[config.mk]
export PLATFORM = sky130hd
export DESIGN_NAME = instruction_fetch_unit
export DESIGN_NICKNAME = d
export VERILOG_FILES = /design/src/rtl/cpu_pkg.sv /design/src/rtl/program_counter.sv /design/src/rtl/instruction_fetch_unit.sv
export SDC_FILE = /design/constraint.sdc
export NUM_CORES = 1
export LEC_CHECK = 0
export ABC_AREA = 1
export BUFFER_PORTS_ARGS = -buffer_cell sky130_fd_sc_hd__buf_2
export CAP_MARGIN = 20
export CORE_ASPECT_RATIO = 0.5
export CORE_MARGIN = 2
export CORE_UTILIZATION = 40
export DETAILED_ROUTE_END_ITERATION = 10
export PLACE_DENSITY = 0.68
export SYNTH_ARGS = -nofsm -noshare
export SYNTH_HDL_FRONTEND = slang
export SYNTH_SLANG_ARGS = --single-unit
[constraint.sdc]
create_clock -name clk -period 1.9 [get_ports clk]
set_input_delay 0.095 -clock clk [delete_from_list [all_inputs] [get_ports clk]]
set_output_delay 0.095 -clock clk [all_outputs]
set_load 0.02 [all_outputs]
[src/rtl/cpu_pkg.sv]
// Shared CPU definitions: fetch FSM encoding, instruction field layout, widths.
package cpu_pkg;

    localparam int unsigned PC_W    = 15;
    localparam int unsigned INSTR_W = 16;
    localparam int unsigned REG_A_W = 4;
    localparam int unsigned OP_W    = 4;

    // Instruction field positions (LSB of each 4-bit field)
    localparam int unsigned OP_LSB = 12;
    localparam int unsigned RS_LSB = 8;
    localparam int unsigned RT_LSB = 4;
    localparam int unsigned RD_LSB = 0;

    typedef enum logic [1:0] {
        REQ    = 2'd0,
        CAPT   = 2'd1,
        VALID  = 2'd2,
        HALTED = 2'd3
    } fetchState_t;

    // Instruction word viewed as its four fields, MSB first
    typedef struct packed {
        logic [OP_W-1:0]    op;
        logic [REG_A_W-1:0] rs;
        logic [REG_A_W-1:0] rt;
        logic [REG_A_W-1:0] rd;
    } instrFields_t;

    // Extract a register-address field starting at bit lsb
    function automatic logic [REG_A_W-1:0] regField(input logic [INSTR_W-1:0] word,
                                                    input int unsigned lsb);
        return word[lsb +: REG_A_W];
    endfunction

endpackage

[src/rtl/program_counter.sv]
// Program counter: async reset, redirect load with priority, wrapping increment.
module program_counter
    import cpu_pkg::*;
#(
    parameter logic [PC_W-1:0] RESET_PC = 15'h0000
) (
    input  logic            clk,
    input  logic            rst_n,
    input  logic            load,
    input  logic [PC_W-1:0] loadPc,
    input  logic            inc,
    output logic [PC_W-1:0] pc
);

    // Load beats increment; natural 15-bit overflow gives the wrap to zero
    always_ff @(posedge clk or negedge rst_n) begin
        if (!rst_n) begin
            pc <= RESET_PC;
        end else if (load) begin
            pc <= loadPc;
        end else if (inc) begin
            pc <= pc + PC_W'(1);
        end
    end

endmodule

[src/rtl/instruction_fetch_unit.sv]
// Fetch/decode front end: PC -> BRAM -> IR -> field decode, one instruction in flight.
// Optional build macro FETCH_STALL_COUNT_EN adds a saturating stall_count output.
module instruction_fetch_unit
    import cpu_pkg::*;
#(
    parameter logic [PC_W-1:0] RESET_PC = 15'h0000,
    parameter logic [OP_W-1:0] HALT_OP  = 4'hF
) (
    input  logic               clk,
    input  logic               rst_n,
    output logic [PC_W-1:0]    mem_addr,
    output logic               mem_en,
    input  logic [INSTR_W-1:0] mem_dout,
    output logic [INSTR_W-1:0] instr,
    output logic [OP_W-1:0]    opcode,
    output logic [REG_A_W-1:0] rs_addr,
    output logic [REG_A_W-1:0] rt_addr,
    output logic [REG_A_W-1:0] rd_addr,
    output logic               reg_read,
    output logic [PC_W-1:0]    instr_pc,
    output logic               instr_valid,
    input  logic               instr_ready,
    input  logic               redirect_valid,
    input  logic [PC_W-1:0]    redirect_pc,
    output logic               halted
`ifdef FETCH_STALL_COUNT_EN
    ,
    output logic [15:0]        stall_count
`endif
);

    fetchState_t        stateQ;
    fetchState_t        stateNext;
    logic [PC_W-1:0]    pc;
    logic [PC_W-1:0]    memAddrQ;
    logic [PC_W-1:0]    instrPcQ;
    logic [INSTR_W-1:0] irQ;
    logic               capture;
    logic               pcInc;

    program_counter #(
        .RESET_PC (RESET_PC)
    ) pcReg (
        .clk    (clk),
        .rst_n  (rst_n),
        .load   (redirect_valid),
        .loadPc (redirect_pc),
        .inc    (pcInc),
        .pc     (pc)
    );

    // FSM state register
    always_ff @(posedge clk or negedge rst_n) begin
        if (!rst_n) begin
            stateQ <= REQ;
        end else begin
            stateQ <= stateNext;
        end
    end

    // Next state and strobes; redirect overrides every transition.
    // mem_en is qualified by rst_n so no read is requested while reset is held.
    always_comb begin
        stateNext   = stateQ;
        mem_en      = 1'b0;
        instr_valid = 1'b0;
        reg_read    = 1'b0;
        halted      = 1'b0;
        capture     = 1'b0;
        pcInc       = 1'b0;
        case (stateQ)
            REQ: begin
                mem_en    = rst_n;
                stateNext = CAPT;
            end
            CAPT: begin
                capture   = !redirect_valid;
                pcInc     = 1'b1;
                stateNext = VALID;
            end
            VALID: begin
                instr_valid = 1'b1;
                reg_read    = 1'b1;
                if (instr_ready) begin
                    stateNext = (opcode == HALT_OP) ? HALTED : REQ;
                end
            end
            HALTED: begin
                halted = 1'b1;
            end
            default: begin
                stateNext = REQ;
            end
        endcase
        if (redirect_valid) begin
            stateNext = REQ;
        end
    end

    // IR capture, fetch-address record and held BRAM address
    always_ff @(posedge clk or negedge rst_n) begin
        if (!rst_n) begin
            irQ      <= '0;
            instrPcQ <= '0;
            memAddrQ <= RESET_PC;
        end else begin
            if (stateQ == REQ) begin
                memAddrQ <= pc;
            end
            if (capture) begin
                irQ      <= mem_dout;
                instrPcQ <= pc;
            end
        end
    end

    // Address follows pc while requesting, otherwise holds the last one driven
    assign mem_addr = (stateQ == REQ) ? pc : memAddrQ;
    assign instr    = irQ;
    assign instr_pc = instrPcQ;
    assign opcode   = irQ[OP_LSB +: OP_W];
    assign rs_addr  = regField(irQ, RS_LSB);
    assign rt_addr  = regField(irQ, RT_LSB);
    assign rd_addr  = regField(irQ, RD_LSB);

`ifdef FETCH_STALL_COUNT_EN
    // Saturating count of cycles the consumer leaves a valid IR waiting
    always_ff @(posedge clk or negedge rst_n) begin
        if (!rst_n) begin
            stall_count <= '0;
        end else if ((stateQ == VALID) && !instr_ready && (stall_count != 16'hFFFF)) begin
            stall_count <= stall_count + 16'd1;
        end
    end
`endif

endmodule

# Yosys cells after proc, flatten, opt, wreduce, memory -nomap -nowiden
# Index checks and enable logic that the tools add are counted.
[op_classes] n_addsub=1 n_eq_ne=5 muxes=12 reduce_logical=5
[op_table] op="$mux 15" count=3
[op_table] op="$add 15x1->15 const B" count=1
[op_table] op="$mux 2" count=3
[op_table] op="$pmux 2 s3" count=1
[op_table] op="$mux 1" count=5
[op_table] op="$eq 2x2->1 const B" count=2
[op_table] op="$eq 4x4->1 const B" count=1
[op_table] op="$reduce_bool 4->1" count=1
[op_table] op="$ne 3x3->1 const B" count=1
[op_table] op="$eq 2x1->1 const B" count=1
[op_table] op="$logic_not 2->1" count=1
[op_table] op="$reduce_and 2->1" count=1
[op_table] op="$reduce_bool 2->1" count=1
[op_table] op="$logic_not 1->1" count=1
[totals] regBits=63 in_bits=35 out_inout_bits=66 wordCells=28

# Logic depth before layout (Yosys ltp)
[depth] ltp_word=5 depth_mapped=8 ltp_nobuf=7

# Cells and area by module
# Synthesis repeated with hierarchy kept, for this count alone.
[unflattened] cells_unflattened=355 area_unflattened_um2=3055.4
[modules_own_cells] module="instruction_fetch_unit" instances=1 cells_per_inst=228 area_each_um2=2084.5 seq_area_each_um2=1201.2
[modules_own_cells] module="program_counter" instances=1 cells_per_inst=127 area_each_um2=970.9 seq_area_each_um2=375.4

# Worst setup path before layout
# OpenSTA, ideal clock, no wires.
[synth_timing] path_type="register -> register" start="register stateQ[0]" end="register memAddrQ[1]" setup_ns=0.186 arrival_time_ns=1.505 required_time_ns=1.714 setup_slack_ns=0.209 path_stages_with_launch=7 path_buffers=2 synth_period_minus_slack_ns=1.691 path_cell_list="dfrtp_1 > inv_1 > ha_1 > buf_2 > inv_2 > buf_2 > o21ai_0"
[synth_between] elab_chain_cells=2
[synth_rtl] item="start, declared" line="instruction_fetch_unit.sv:32" rtl="fetchState_t stateQ;"
[synth_rtl] item="start signal, assigned" line="instruction_fetch_unit.sv:57" rtl="stateQ <= stateNext;"
[synth_rtl] item="$logic_not 2->1"
[synth_rtl] item="$mux 15"
[synth_rtl] item="net mem_addr[1]" line="instruction_fetch_unit.sv:11" rtl="output logic [PC_W-1:0] mem_addr,"
[synth_rtl] item="end signal, assigned" line="instruction_fetch_unit.sv:108" rtl="memAddrQ <= pc;"
[synth_rtl] item="end, declared" line="instruction_fetch_unit.sv:35" rtl="logic [PC_W-1:0] memAddrQ;"
# The timed path passes the listed nets, and every way through them passes these cells.
# A chain may end at the register's enable or synchronous reset.

# Final worst setup path
[layout_timing] start="register stateQ[0]" end="output mem_addr[14]"
[layout_between] elab_chain_cells=2
[layout_rtl] item="$logic_not 2->1" line="instruction_fetch_unit.sv:118" rtl="assign mem_addr = (stateQ == REQ) ? pc : memAddrQ;"
[layout_rtl] item="$mux 15" line="instruction_fetch_unit.sv:118"
[layout_rtl] item="end, declared" line="instruction_fetch_unit.sv:11"
# Every way passes these cells.

==> impl_metrics.json <==
{
  "viasPerCell": 4.72,
  "clock-skew-final_ns": 0.00339,
  "yosys_warnings": 0,
  "synth_mux_area_frac": 0,
  "gr-total-overflow": 0,
  "slew_headroom": 0.741,
  "leakagePower_nw": 2.08,
  "worst_pin_slew_ns": 0.388,
  "clock_latency_ns": 0.33,
  "max-vdd-ir-drop_mv": 0.878,
  "synth_nets": 396,
  "route.vias.total": 2675,
  "clockPowerShare": 0.246,
  "path_max_fanout": 25,
  "syn_to_final_growth_pct": 33.4,
  "startpoint_type": "register",
  "power_switching_w": 0.00287,
  "internal_power_w": 0.00395,
  "core_area_um2": 7270,
  "power_density_nw_per_um2": 1720,
  "synthXorXnorAreaFrac": 0.00295,
  "cts_tree": "built",
  "clk_pin_slew_worst_paths_ns": 0.05,
  "synth_compound_gate_area_share": 0.0673,
  "final-hold-violation-count": 0,
  "dp_slack_ns": 0.305,
  "finish.utilization": 0.546,
  "die-area_um2": 8180,
  "grt_use_total": 0.197,
  "holdCritPathClass": "input port to register",
  "seq_power_share": 0.336,
  "synthCells": 356,
  "portBuffers": 100,
  "antenna_found_initial": 0,
  "startpoint": "stateQ[0]$_DFFE_PN0P_",
  "start_util": 0.409,
  "multi_input_area_um2": 1110,
  "layout.cells.most_common": "nand2_1",
  "hpwlAfterDp_mm": 5.17,
  "synth-seq-cells": 63,
  "worst-setup-path-type": "register to primary output",
  "avgSynthCellArea_um2": 8.35,
  "rsz0062_at_grt": "no",
  "period_minus_slack_ns": 1.74,
  "synth_simple_gate_area_frac": 0.281,
  "post_cts_buffers": 0,
  "setup_viol": 0,
  "numCtsBuffers": 9,
  "top_layer": "met4",
  "final_cell_mix": "nand2_1, buf_2, dfrtp_1",
  "synth_cell_types": 20,
  "drive_gt1_frac": 0.278,
  "drtIter0Drc": 129,
  "fin_crit_sh": 0.916,
  "die_h_um": 65.0,
  "synth_area_um2": 2970,
  "arrival_ns": 1.64,
  "max_cap_violations": 0,
  "synth-seq-area-share": 0.530,
  "layout.nets": 506,
  "first_pass_iters": 4,
  "die_width_um": 126,
  "worst_setup_path_end_kind": "primary output",
  "ios": 101,
  "wirelength_mm": 7.48,
  "required_ns": 1.80,
  "synth_top_family_by_area": "simple AND/OR/NAND/NOR gates",
  "outcome": "complete, no violations",
  "grt_pass1_wl_mm": 12.5,
  "fin_ws_ns": 0.161,
  "p_comb_frac": 0.417,
  "grt_max_degree": 28,
  "fmax_ghz": 0.575,
  "grt_pass1_vias": 2655,
  "dr_wl_met3_um": 340,
  "synth_fa_ha_area_frac": 0.0210,
  "rows": 22,
  "slew_violations": 0,
  "switching_share": 0.421,
  "seq_area_um2": 1580,
  "finalHoldWorstSlack_ns": 0.00851,
  "hold_start": "redirect_pc[2]",
  "h-tree-depth": 3,
  "fillCellCount": 704,
  "gp_congestion": 0.857,
  "routed-wl-met2_mm": 3.53,
  "drc": 0,
  "ctsLongestPathBuffers": 2,
  "root_buffer": "clkbuf_16",
  "cts.sinks": 63,
  "diodes": 0,
  "routedWlPerCell_um": 13.2,
  "rr_startpoint": "stateQ[1]$_DFFE_PN0P_",
  "fin_tns_setup_ns": 0,
  "antenna_left": 0,
  "m1WireLength_mm": 3.51
}
[stage by stage]
| step | instances | cell area [um^2] | power, W |
|---|---|---|---|
| after detailed placement | 530 | 3440 | 0.00513 |
| after global routing | 567 | 3970 | 0.00730 |
| after global placement | 530 | 3440 | 0.00508 |
| after CTS | 567 | 3960 | 0.00688 |
| final | 567 | 3970 | 0.00682 |
| after floorplan | 356 | 2970 | 0.00434 |
[timing repair]
action                                  CTS  global route
endpoints found under the hold margin    32             0
resized for setup                         0             3
hold buffers                             21             0
endpoints found under the setup margin    0            11
[critical path: stages (launching register included)]
cell,delay [ns]
dfrtp_1,0.41
inv_1,0.09
ha_1,0.23
inv_4,0.12
o21ai_0,0.25
buf_2,0.21
[layout make-up]
| cell class | count | area share |
|---|---|---|
| clock inverter | 3 | 0.0101 |
| inverter | 20 | 0.0202 |
| tap | 96 | 0.0303 |
| sequential | 63 | 0.398 |
| multi-input combinational | 243 | 0.279 |
| clock buffer | 13 | 0.0682 |
| timing repair buffer | 129 | 0.194 |
[logic make-up (layout without fill, tap and decap cells)]
family	Yosys count	count (layout)
AND/OR/NAND/NOR	204	204
XOR/XNOR	1	1
flip-flops	63	63
AO/OA/AOI/OAI	33	33
buffers and inverters	50	165
adder cells (fa/ha/maj)	5	5
[sequential cells by signal, indices dropped and copies added, names as in the netlist]
signal,count
instr,16
pcReg.pc,15
memAddrQ,15
stateQ,2
instr_pc,15
[power groups by stage]
| stage | Sequential, W | Clock (W) | Combinational (W) |
|---|---|---|---|
| after floorplan | 0.00263 | 0 | 0.00171 |
| after global placement | 0.00229 | 0 | 0.00279 |
| after detailed placement | 0.00230 | 0 | 0.00283 |
| after CTS | 0.00229 | 0.00171 | 0.00287 |
| after global routing | 0.00237 | 0.00178 | 0.00315 |
| final | 0.00229 | 0.00168 | 0.00285 |
[synthesized netlist by cell type (all sizes together)]
master,number,share of area
nand2,121,0.16
dfrtp,63,0.53
o211ai,3,0.0076
nor2,46,0.061
nand3,32,0.054
a21oi,3,0.0050
buf,29,0.070
inv,20,0.026
o21ai,16,0.027
ha,5,0.021
xnor2,1,0.0029
a22oi,11,0.028
nand4,5,0.011
clkbuf,1,0.0013
[worst paths after layout]
path	endpoint	slack [ns]	cells after the start
min in group asynchronous	pcReg.pc[9]$_DFFE_PN0P_	0.20	2
worst min-delay path	pcReg.pc[2]$_DFFE_PN0P_	0.009	3
worst max-delay path	mem_addr[14]	0.16	5
worst max register to register	instr[5]$_DFFE_PN0P_	0.33	7
worst min register to register	memAddrQ[9]$_DFF_PN0_	0.47	2
max in group asynchronous	instr_pc[1]$_DFFE_PN0P_	1.04	3
[metal layers]
layer	up-vias	GRT usage
li1	1350	-
met1	1265	0.249
met2	51	0.322
met3	9	0.0677
met4	0	0.0659
met5	-	0
No activity file was read; power rests on OpenSTA's default activity.
